**src/rtl/fb_rd_ctr.sv**
```systemverilog
// Frame-buffer read controller: turns VGA pixel requests into BRAM port-B reads,
// rotates between NUM_BUF frame buffers at frame boundaries and tags returned pixels.
module fb_rd_ctr #(
    parameter int MAX_ROW = 540,
    parameter int MAX_COL = 540,
    parameter int PIX_W   = 8,
    parameter int ADDR_W  = 20,
    parameter int RD_LAT  = 2,
    parameter int NUM_BUF = 2,
    localparam int BUF_W  = (NUM_BUF > 1) ? $clog2(NUM_BUF) : 1
) (
    input  logic              clk,
    input  logic              rst_n,
    input  logic              bram_en_i,
    input  logic              frame_start_i,
    input  logic              swap_req_i,
    output logic              enb_o,
    output logic              web_o,
    output logic [ADDR_W-1:0] addrb_o,
    output logic [PIX_W-1:0]  d2memb_o,
    input  logic [PIX_W-1:0]  mem2db_i,
    output logic [PIX_W-1:0]  pixel_o,
    output logic              pixel_en_o,
    output logic              pixel_sof_o,
    output logic              pixel_eol_o,
    output logic [BUF_W-1:0]  cur_buf_o,
    output logic              swap_ack_o,
    output logic              frame_done_o,
    output logic              sync_err_o
);

    localparam int COL_W = (MAX_COL > 1) ? $clog2(MAX_COL) : 1;
    localparam int ROW_W = (MAX_ROW > 1) ? $clog2(MAX_ROW) : 1;
    localparam logic [COL_W-1:0]  LAST_COL = COL_W'(MAX_COL - 1);
    localparam logic [ROW_W-1:0]  LAST_ROW = ROW_W'(MAX_ROW - 1);
    localparam logic [ADDR_W-1:0] FRAME_SZ = ADDR_W'(MAX_ROW * MAX_COL);
    localparam logic [BUF_W-1:0]  LAST_BUF = BUF_W'(NUM_BUF - 1);

    typedef enum logic {IDLE, RUN} state_t;

    state_t              state_q;
    logic [COL_W-1:0]    col_q, col_d;
    logic [ROW_W-1:0]    row_q, row_d;
    logic [ADDR_W-1:0]   offset_q, offset_d;
    logic [ADDR_W-1:0]   base_q, base_d;
    logic [BUF_W-1:0]    curBuf_q, curBuf_d;
    logic                swapPending_q, swapPending_d;
    logic [RD_LAT-1:0]   vldPipe_q, sofPipe_q, eolPipe_q;
    logic                swapAck_q, frameDone_q, syncErr_q;

    logic                running, active, issue, lastNow, boundary, forced, swapNow;
    logic [COL_W-1:0]    srcCol;
    logic [ROW_W-1:0]    srcRow;
    logic [ADDR_W-1:0]   srcOff;
    logic                srcLast;
    logic [ADDR_W-1:0]   addr;

    assign running  = rst_n && (state_q == RUN);
    assign active   = rst_n && ((state_q == RUN) || frame_start_i);
    assign issue    = active && bram_en_i;
    assign lastNow  = (row_q == LAST_ROW) && (col_q == LAST_COL);
    assign boundary = running && (frame_start_i || (bram_en_i && lastNow));
    // A frame start that lands on the natural last-pixel wrap is absorbed by that wrap.
    assign forced   = running && frame_start_i && !(bram_en_i && lastNow);
    assign swapNow  = boundary && (swapPending_q || swap_req_i);

    always_comb begin
        curBuf_d      = curBuf_q;
        base_d        = base_q;
        swapPending_d = swapPending_q | swap_req_i;
        if (swapNow) begin
            swapPending_d = 1'b0;
            if (curBuf_q == LAST_BUF) begin
                curBuf_d = '0;
                base_d   = '0;
            end else begin
                curBuf_d = curBuf_q + BUF_W'(1);
                base_d   = base_q + FRAME_SZ;
            end
        end

        srcCol  = forced ? '0 : col_q;
        srcRow  = forced ? '0 : row_q;
        srcOff  = forced ? '0 : offset_q;
        srcLast = (srcRow == LAST_ROW) && (srcCol == LAST_COL);

        col_d    = srcCol;
        row_d    = srcRow;
        offset_d = srcOff;
        if (issue) begin
            if (srcLast) begin
                col_d    = '0;
                row_d    = '0;
                offset_d = '0;
            end else if (srcCol == LAST_COL) begin
                col_d    = '0;
                row_d    = srcRow + ROW_W'(1);
                offset_d = srcOff + ADDR_W'(1);
            end else begin
                col_d    = srcCol + COL_W'(1);
                offset_d = srcOff + ADDR_W'(1);
            end
        end

        addr = (forced ? base_d : base_q) + srcOff;
    end

    always_ff @(posedge clk) begin
        if (!rst_n) begin
            state_q       <= IDLE;
            col_q         <= '0;
            row_q         <= '0;
            offset_q      <= '0;
            base_q        <= '0;
            curBuf_q      <= '0;
            swapPending_q <= 1'b0;
            vldPipe_q     <= '0;
            sofPipe_q     <= '0;
            eolPipe_q     <= '0;
            swapAck_q     <= 1'b0;
            frameDone_q   <= 1'b0;
            syncErr_q     <= 1'b0;
        end else begin
            if (active) begin
                state_q <= RUN;
            end
            col_q         <= col_d;
            row_q         <= row_d;
            offset_q      <= offset_d;
            base_q        <= base_d;
            curBuf_q      <= curBuf_d;
            swapPending_q <= swapPending_d;
            vldPipe_q[0]  <= issue;
            sofPipe_q[0]  <= issue && (srcRow == '0) && (srcCol == '0);
            eolPipe_q[0]  <= issue && (srcCol == LAST_COL);
            for (int i = 1; i < RD_LAT; i++) begin
                vldPipe_q[i] <= vldPipe_q[i-1];
                sofPipe_q[i] <= sofPipe_q[i-1];
                eolPipe_q[i] <= eolPipe_q[i-1];
            end
            swapAck_q   <= swapNow;
            frameDone_q <= issue && srcLast;
            syncErr_q   <= forced && (offset_q != '0);
        end
    end

    assign enb_o        = issue;
    assign web_o        = 1'b0;
    assign d2memb_o     = '0;
    assign addrb_o      = active ? addr : '0;
    assign pixel_en_o   = rst_n && vldPipe_q[RD_LAT-1];
    assign pixel_sof_o  = pixel_en_o && sofPipe_q[RD_LAT-1];
    assign pixel_eol_o  = pixel_en_o && eolPipe_q[RD_LAT-1];
    assign pixel_o      = pixel_en_o ? mem2db_i : '0;
    assign cur_buf_o    = curBuf_q;
    assign swap_ack_o   = swapAck_q;
    assign frame_done_o = frameDone_q;
    assign sync_err_o   = syncErr_q;

endmodule

```
**config.mk**
```make
export PLATFORM = sky130hd
export DESIGN_NAME = fb_rd_ctr
export DESIGN_NICKNAME = d
export VERILOG_FILES = /design/src/rtl/fb_rd_ctr.sv
export SDC_FILE = /design/constraint.sdc
export NUM_CORES = 1
export LEC_CHECK = 0
export CAP_MARGIN = 20
export CORE_MARGIN = 4
export CORE_UTILIZATION = 50
export DETAILED_ROUTE_END_ITERATION = 12
export HOLD_SLACK_MARGIN = 0.1
export PLACE_DENSITY = 0.72
export RECOVER_POWER = 50
export SLEW_MARGIN = 10
export SYNTH_ARGS = -nofsm -noshare
export SYNTH_HDL_FRONTEND = slang
export SYNTH_SLANG_ARGS = --single-unit
export TNS_END_PERCENT = 30
```
**constraint.sdc**
```tcl
create_clock -name clk -period 5.7 [get_ports clk]
set_input_delay 0.855 -clock clk [delete_from_list [all_inputs] [get_ports clk]]
set_output_delay 0.855 -clock clk [all_outputs]
set_load 0.1 [all_outputs]
```
# After elaboration in Yosys (flattened, before gate mapping)
# Cells that the tools add are included.
# W data, S select, Z words.
# totals
elab_cells	68
inputBits	13
regBits	72
output_inout_bits	45
# op_classes
eq_ne	4
addsub	6
bitwise_logic	2
n_reduce_logical	26
n_mux	17
# ops
operator	n
$mux W20	7
$mux W10	8
$eq A10 B10 Y1 const B	4
$add A10 B1 Y10 const B	2
$add A20 B1 Y20 const B	1
$add A20 B19 Y20 const B	1
$add A20 B20 Y20	1
$logic_not A10 Y1	2
$reduce_bool A20 Y1	1
$logic_and A1 B1 Y1	18
$mux W8	1
$logic_or A1 B1 Y1	3
$reduce_or A2 Y1	1
$add A1 B1 Y1 const B	1
$logic_not A1 Y1	1
$mux W1	1
$not A1 Y1	1
$or A1 B1 Y1	1

# Longest topological paths before layout
# Gate-level depths: netlist of run 1.
# logic_depth
depth_word	10
mapped_depth	18
ltp_nobuf	16

# Worst setup path after synthesis of run 1
# Ideal clock, no wire load.
# synth_timing
kind	register to output
startpoint	register col_q[5]
endpoint	output addrb_o[13]
setup_slack_ns	-0.586
path_stages_with_launch	16
arrival_time_ns	5.431
required_ns	4.845
path_buffers	2
cell_sequence	dfxtp_1 or4_4 nor3_4 a31oi_1 or2_0 buf_6 inv_6 nand2_4 buf_2 a21o_1 ha_1 nand2_1 o311a_1 o211ai_1 a21oi_1 nor3b_1
# synth_via
elab_chain_len	10
word_cells_on_any_way	13
classes_between	1 x add/sub; 1 x eq/ne; 4 x mux; 7 x reduce/logical
# synth_rtl
element	line	text
from (decl)	42	logic [COL_W-1:0] col_q, col_d;
from (signal assigned)	127	col_q <= col_d;
$eq A10 B10 Y1 (*)	61	assign lastNow = (row_q == LAST_ROW) && (col_q == LAST_COL);
$logic_and A1 B1 Y1 (*)	61	
$logic_and A1 B1 Y1 (*)	62, 64	
$logic_or A1 B1 Y1	62	assign boundary = running && (frame_start_i || (bram_en_i && lastNow));
$logic_and A1 B1 Y1	62	
$logic_and A1 B1 Y1	65	assign swapNow = boundary && (swapPending_q || swap_req_i);
$mux W20	71	if (swapNow) begin
$mux W20	105	addr = (forced ? base_d : base_q) + srcOff;
$add A20 B20 Y20 (*)	105	
$mux W20 (*)	150	assign addrb_o = active ? addr : '0;
to (decl)	19	output logic [ADDR_W-1:0] addrb_o,
# Mark *: on every way between the ends. The rest lies on a longest branch, timed or not.

# Final worst setup path of run 1
# layout_timing
startpoint	input bram_en_i
endpoint	output addrb_o[19]
# layout_via
elab_chain_len	8
word_cells_on_any_way	11
classes_between	1 x add/sub; 4 x mux; 6 x reduce/logical
# layout_rtl
element	line	text
from (decl)	14	input logic bram_en_i,
$logic_and A1 B1 Y1 (*)	62, 64	
$logic_or A1 B1 Y1	62	
$logic_and A1 B1 Y1	62	
$logic_and A1 B1 Y1	65	
$mux W20	71	
$mux W20	105	
$add A20 B20 Y20 (*)	105	
$mux W20 (*)	150	
# Marked as above.

==> summary.md, run 1 <==
| Metric | Value |
|---|---|
| Status | `finished, final reports clean` |
| Worst skew pair latency | `0.35 ns` |
| Sequential group share of total power | `46.5%` |
| Synthesized flop and latch total | `72` |
| Antenna violations before repair | `0` |
| Root Buffer | `clkbuf_8` |
| Synth warn | `0` |
| Met2 routed WL | `between 5000 and 6000 um` |
| Placed cell area | `5660 um^2` |
| Comb pwr share | `~16%` |
| Hold Crit Depth | `1` |
| Synth Instances | `635` |
| Floorplan row count | `35` |
| Pin count of the biggest net entering global routing | `36` |
| Die ar. | `11,400 um^2` |
| Clock Sink Count | `72` |
| Worst r2r path cells | `14` |
| Multi-input gate area in the final layout | `around 3200 um^2` |
| Drc violations | `0` |
| Post-route ant nets | `0` |
| Clock Path Buffers | `2` |
| Int Power | `770 uW` |
| WL/cell | `15.5 um` |
| Post-synth EDFFs | `0` |
| Total grt overflow | `0` |
| Detailed Route WL | `12,700 um` |
| 1st-iter DRT viols | `270` |
| Drt pass-1 iters | `4` |
| Worst Hold Endpoint | `sofPipe_q[1]` |
| WP buf/inv | `3` |
| R2R Setup Slk | `1.90 ns` |
| Post-Route Skew | `around 0.0055 ns` |
| M1 WL | `about 5700 um` |
| Sw Pwr | `roughly 350 uW` |
| H-tree depth | `3` |
| Register area | `roughly 1400 um^2` |
| Crit-path max FO | `24` |
| Worst slew pin tran | `between 1 and 1.5 ns` |
| Initial Util | `51.9%` |
| Fin. Hold Viols | `0` |
| Switching share of power | `31.1%` |
| I/O Buffers | `48` |
| Fmax | `0.181 GHz` |
| Die Ht | `107 um` |
| Reg2Reg Capture Point | `offset_q[19]` |
| Pins Over Slew Limit | `0` |
| Clock power frac | `37.9%` |
| TNS Setup | `0 ns` |
| Die X-Extent | `107 um` |
| Hold Slack | `0.435 ns` |
| First-pass GRT wire length | `20,600 um` |
| Number of buffers created by CTS | `9` |
| Share of the synthesized area in the top cell type | `about 30%` |
| Top cells by area, synth | `dfxtp_1 30%, ha_1 6.4%, nor2_1 5.6%, nand2_1 5.1%, xor2_1 4.9%` |
| Cell area after layout | `5930 um^2` |
| Final Net Count | `723` |
| Utilization after layout | `63.3%` |
| Reg-to-Reg Start | `col_q[5]` |
| P_leak | `between 2 and 2.5 nW` |
| Max rail drop VDD | `between 100 and 150 uV` |
| Leading area contributor after synthesis | `dfxtp_1` |
| FFs w/ async S/R, synth | `0%` |
| Slew Limit Headroom | `between 20% and 30%` |
| Final Cycle Share | `96.9%` |
| Worst path top cell family by delay | `compound AO/OA/AOI/OAI gates` |
| Met3 Wirelength | `~650 um` |
| Worst Path Arrival | `~4.7 ns` |
| Most used DFF post-synth | `dfxtp_1` |
| Inst Count DP | `799` |
| Vias in the first global route | `4,290` |
| Critical Path RT | `between 4 and 5 ns` |
| Setup WS pre-CTS | `-0.0959 ns` |
| Pwr dens | `~190 nW/um^2` |
| # setup viols final | `0` |
| Via/cell ratio | `5.63` |
| Share of layout cells above drive strength 1 | `11.8%` |
| Post-synthesis sequential area ratio | `a little under 30%` |
| Hold WC Path Type | `reg2reg` |
| Total power | `between 1 and 1.5 mW` |
| Post-DP HPWL | `9590 um` |
| Total GRT Usage | `22.3%` |
| Setup crit end kind | `output pin` |
| Maxcap violations | `0` |
| Gpl congestion | `0.926` |
| Area Overhead vs Synth | `21.8%` |
| Clock transition at path regs | `around 0.080 ns` |
| Non-filler cells, final | `818` |
| CTS tree | `yes` |
| Critical path launch point type | `input pin` |
| Worst path max stage delay | `0.48 ns` |
| Top layer in use | `met4` |
| Hold_sp | `sofPipe_q[0]` |
| CORE AREA | `9370 um^2` |
| Inserted Diodes | `0` |
| Critical path class | `in2out` |
| Worst-path cell chain | `clkdlybuf4s50_1, nand3_1, nor2_2, a31oi_2, or2_4, inv_6, nand2_8, a21o_1, ha_1, nand2_1, o311a_1, o211ai_1, a31o_2, a221oi_2, a2111o_1, a21oi_2, buf_12` |
| Io pins | `58` |
| Final worst setup slack | `approximately 0.18 ns` |
| Synthesized area | `4870 um^2` |
| # fillers | `882` |
| Vias | `~4,600` |
| Netlist cell types | `62` |
| Syn Area/Cell | `7.67 um^2` |
| Slowest-stage cell, CP | `clkdlybuf4s50_1` |
| Crit path time final | `5.52 ns` |
[flip-flops by register name (all words and copies together), names as in the netlist]
name,count
base_q,20
offset_q,20
sofPipe_q,2
col_q,10
vldPipe_q,2
sync_err_o,1
cur_buf_o,1
swapPending_q,1
state_q,1
row_q,10
eolPipe_q,2
frame_done_o,1
swap_ack_o,1
[power groups by stage]
| stage | clock (mW) | sequential (mW) | combinational (mW) |
|---|---|---|---|
| 2_1_floorplan | 0 | 0.533 | 0.126 |
| 3_3_place_gp | 0 | 0.531 | 0.169 |
| 3_5_place_dp | 0 | 0.531 | 0.171 |
| 4_1_cts | 0.436 | 0.519 | 0.172 |
| 5_1_grt | 0.457 | 0.521 | 0.185 |
| 6_report | 0.424 | 0.519 | 0.174 |
[cell type report]
| class | count | share of cell area (%) |
|---|---|---|
| Clock inverter | 7 | 1.31 |
| Multi-Input combinational cell | 518 | 54.7 |
| Inverter | 19 | 1.29 |
| Sequential cell | 72 | 24.3 |
| Clock buffer | 9 | 2.09 |
| Tap cell | 129 | 2.72 |
| Timing Repair Buffer | 64 | 13.6 |
[worst max path at each step]
stage	to	slack, ns	from	cells after the start
after floorplan	addrb_o[19]	-0.34	col_q[5]	16
after global placement	addrb_o[19]	0.09	bram_en_i	17
after detailed placement	addrb_o[19]	-0.1	bram_en_i	18
after CTS	addrb_o[19]	0.05	row_q[5]	16
after global routing	addrb_o[19]	-0.03	bram_en_i	18
final	addrb_o[19]	0.18	bram_en_i	17
[cell usage after synthesis (13+ instances only)]
master and n:
a21oi_1 33, and2_1 30, and3_1 22, clkbuf_1 14, dfxtp_1 72, ha_1 25
inv_1 18, nand2_1 66, nand3_1 26, nor2_1 72, nor2b_1 16, nor4_1 13
o21ai_0 39, xnor2_1 24, xor2_1 27
[per-layer routing]
layer / global-route usage (%) / vias to the layer above
li1: - / 2300
met1: 28.9 / 2149
met2: 36.3 / 124
met3: 3.73 / 31
met4: 9.77 / 0
met5: 0 / -
[logic make-up (layout without fill, tap and decap cells)]
group / Yosys count / count (layout) / synth area share (%)
and+or+nand+nor: 291 / 291 / 30.4
AOI/OAI and AO/OA: 141 / 141 / 18.5
adders and majority gates: 26 / 26 / 6.84
xor gates and xnor gates: 51 / 51 / 9.18
buffers and inverters: 53 / 99 / 5.50
other: 1 / 9 / 0.0770
DFF: 72 / 72 / 29.6
[cell usage in the layout (no fill, tap or decap), types with 3 or more instances in the layout]
cell	netlist	final
buf_12	0	21
nor4_1	13	13
nand2_1	66	66
clkdlybuf4s50_1	0	27
or2_2	8	8
or3_1	3	3
conb_1	1	9
inv_6	1	4
nand4_1	9	9
a22oi_1	8	8
ha_1	25	25
a31oi_1	5	3
o211ai_1	4	4
o31a_1	3	3
xnor2_1	24	24
inv_1	18	18
xor2_1	27	27
o21ai_0	39	38
a21boi_0	8	7
buf_4	11	15
nor3_1	11	11
nand3_1	26	26
and3_1	22	22
nor2b_1	16	16
and4_1	3	3
and2_1	30	28
o31ai_1	3	3
clkbuf_8	0	9
o22ai_1	3	3
nor2_1	72	71
a21oi_1	33	31
a21o_1	7	7
o21a_1	11	11
dfxtp_1	72	72
[worst reg2reg max path, delay by kind of cell, from the launching register on]
kind / cells / cell delay, ns
buffers and inverters: 4 / 0.73
AO/OA/AOI/OAI: 2 / 0.40
AND/OR/NAND/NOR: 7 / 1.84
flip-flops: 1 / 0.35
adder cells (fa/ha/maj): 1 / 0.33
[what timing repair did]
item	4_1_cts	5_1_grt
hold buffers	0	0
pin swaps	0	7
setup buffers	0	3
endpoints found under the setup margin	2	5
resized for setup	4	9
(Power assumes the default switching activity.)
==> run 2: changes to the inputs <==
--- a/config.mk
+++ b/config.mk
@@ -5,6 +5,7 @@
 export SDC_FILE = /design/constraint.sdc
 export NUM_CORES = 1
 export LEC_CHECK = 0
+export ABC_CLOCK_PERIOD_IN_PS = 5700
 export CAP_MARGIN = 20
 export CORE_MARGIN = 4
 export CORE_UTILIZATION = 50
==> results of run 2 <==
Same layout as run 1: the final DEF is identical, and so are final timing and power.
==> run 3: changes to the inputs <==
--- a/config.mk
+++ b/config.mk
@@ -11,7 +11,7 @@
 export CORE_UTILIZATION = 50
 export DETAILED_ROUTE_END_ITERATION = 12
 export HOLD_SLACK_MARGIN = 0.1
-export PLACE_DENSITY = 0.72
+export PLACE_DENSITY = 0.81
 export RECOVER_POWER = 50
 export SLEW_MARGIN = 10
 export SYNTH_ARGS = -nofsm -noshare
==> run 3 against run 2 <==
Against the previous run:
- design area down 0.21%
- critical path depth down 2
- clock power grew 21%
- wire length fell by 0.34%
- first-iteration DRC count decreased by 1.9%
- clock skew grew 0.0063 ns
- final cell count down 0.12%
- critical path type is now reg2out
==> summary.md, run 3 (synthesis results as in run 1) <==
| Metric | Value |
|---|---|
| Critical path class | `reg2out` |
| Sw Pwr | `347 uW` |
| Hold_sp | `sofPipe_q[0]` |
| Die X-Extent | `around 110 um` |
| Clock Path Buffers | `2` |
| Critical path launch point type | `flop` |
| P_leak | `2.38 nW` |
| Detailed Route WL | `12,600 um` |
| Die ar. | `11,400 um^2` |
| Int Power | `roughly 860 uW` |
| Worst r2r path cells | `14` |
| Fin. Hold Viols | `0` |
| Worst Hold Endpoint | `sofPipe_q[1]` |
| Fmax | `0.183 GHz` |
| Root Buffer | `clkbuf_8` |
| Total GRT Usage | `22.5%` |
| Final Cycle Share | `95.6%` |
| Critical Path RT | `4.85 ns` |
| Io pins | `58` |
| Reg-to-Reg Start | `col_q[5]` |
| Clock Sink Count | `72` |
| R2R Setup Slk | `1.42 ns` |
| WL/cell | `15.5 um` |
| Cell area after layout | `approximately 6000 um^2` |
| Gpl congestion | `approximately 1` |
| Post-CTS Setup Repair Bufs | `0` |
| CTS tree | `yes` |
| Floorplan row count | `35` |
| Hold WC Path Type | `reg2reg` |
| Multi-input gate area in the final layout | `approximately 3200 um^2` |
| Post-route ant nets | `0` |
| H-tree depth | `3` |
| Inserted Diodes | `0` |
| Setup crit end kind | `output pin` |
| First-pass GRT wire length | `about 21,000 um` |
| Inst Count DP | `801` |
| RSZ-0062 raised after global routing | `false` |
| Placed cell area | `5680 um^2` |
| Worst Path Arrival | `4.60 ns` |
| Via/cell ratio | `approximately 5.8` |
| Worst skew pair latency | `0.36 ns` |
| Top Registers | `base_q: 20 flops, offset_q: 20 flops` |
| Drt pass-1 iters | `5` |
| Status | `finished, final reports clean` |
| Drc violations | `0` |
| Sequential group share of total power | `43.1%` |
| CORE AREA | `~9400 um^2` |
| Comb pwr share | `14.1%` |
| Reg2Reg Capture Point | `offset_q[12]` |
| Slew Limit Headroom | `28.0%` |
| Post-DP HPWL | `9650 um` |
| Cts-stage hold buffer count | `0` |
| Hold Crit Depth | `1` |
| 1st-iter DRT viols | `265` |
| # fillers | `812` |
| Share of layout cells above drive strength 1 | `10.3%` |
| Pwr dens | `about 200 nW/um^2` |
| Crit path time final | `5.45 ns` |
| Most common cell after layout, fill and taps aside | `dfxtp_1` |
| Final Net Count | `722` |
| Area Overhead vs Synth | `21.6%` |
| Most frequent cells in the layout | `72 x dfxtp_1, 71 x nor2_1, 67 x nand2_1, 41 x o21ai_0, 30 x a21oi_1` |
| Non-filler cells, final | `817` |
| Maxcap violations | `0` |
| Pins Over Slew Limit | `0` |
| Initial Util | `51.9%` |
| Vias | `roughly 4,700` |
| Max rail drop VDD | `138 uV` |
| Post-Route Skew | `~0.012 ns` |
| Register area | `1440 um^2` |
| Switching share of power | `28.8%` |
| Clock transition at path regs | `0.09 ns` |
| I/O Buffers | `48` |
| Number of buffers created by CTS | `9` |
| # setup viols final | `0` |
| Vias in the first global route | `around 4,400` |
| Worst slew pin tran | `1.08 ns` |
| Clock power frac | `between 40% and 50%` |
| Die Ht | `107 um` |
| Antenna violations before repair | `0` |
| Crit-path max FO | `24` |
| Total grt overflow | `0` |
| Pin count of the biggest net entering global routing | `36` |
==> run 3: changes by cell type in the layout (fill, tap and decap cells not counted), sizes merged <==
cell,before,now
buf,36,31
clkinvlp,1,0
clkdlybuf4s50,27,23
inv,22,21
clkbuf,10,14
dlygate4sd3,0,4
bufinv,1,3
==> run 3: through the flow <==
| step | TNS (ns) | utilization [%] | power [mW] | setup slack, ns | hold slack, ns |
|---|---|---|---|---|---|
| floorplan | -0.432 | - | 0.659 | -0.337 | 0.412 |
| global placement | 0 | 60.6 | 0.699 | 0.174 | 0.421 |
| CTS | 0 | 63.3 | 1.21 | 0.0640 | 0.441 |
| detailed placement | 0 | 60.6 | 0.702 | 0.0385 | 0.428 |
| finish | 0 | 63.2 | 1.20 | 0.248 | 0.435 |
| global route | 0 | 63.2 | 1.25 | 0.0279 | 0.450 |
==> run 3: worst max-delay path by stage <==
stage	startpoint	slack (ns)	end
final	col_q[5]	0.25	addrb_o[19]
after detailed placement	bram_en_i	0.04	addrb_o[19]
after global routing	bram_en_i	0.03	addrb_o[19]
after floorplan	col_q[5]	-0.34	addrb_o[19]
after global placement	bram_en_i	0.17	addrb_o[19]
after CTS	row_q[5]	0.06	addrb_o[19]
==> run 3: area by class of cell <==
| type | count | area share [%] |
|---|---|---|
| repair buffers | 63 | 13.3 |
| inverters | 19 | 1.29 |
| flip-flops and latches | 72 | 24.3 |
| well taps | 129 | 2.73 |
| clock inverters | 7 | 2.16 |
| clock buffers | 9 | 2.09 |
| multi-input cells | 518 | 54.1 |
==> run 3: critical path: stages (launching register included) <==
cell and delay, ns:
dfxtp_1 0.35, or4_4 0.57, nor3_4 0.24, buf_4 0.19
a31o_2 0.23, buf_4 0.26, and2_1 0.28, ha_1 0.29
a211oi_1 0.30, o311a_1 0.25, o211ai_1 0.15, a31o_2 0.28
a221oi_2 0.28, o221ai_1 0.16, a21oi_2 0.20, buf_12 0.20
==> run 3: timing repair <==
action,4_1_cts,5_1_grt
gates cloned,0,0
pin swaps,0,1
resized for setup,1,6
endpoints found under the setup margin,1,5
==> run 3: power by group through the flow <==
stage | Combinational (mW) | Sequential, mW | Clock, mW
finish | 0.170 | 0.519 | 0.515
CTS | 0.172 | 0.519 | 0.520
detailed placement | 0.171 | 0.531 | 0
floorplan | 0.126 | 0.533 | 0
global route | 0.182 | 0.521 | 0.546
global placement | 0.168 | 0.531 | 0
==> run 3: layer usage <==
layer / track usage, % / wire length, um
met1: 29.7 / 5390
met2: 36.1 / 5970
met3: 4.15 / 876
met4: 9.41 / 413
met5: 0 / 0
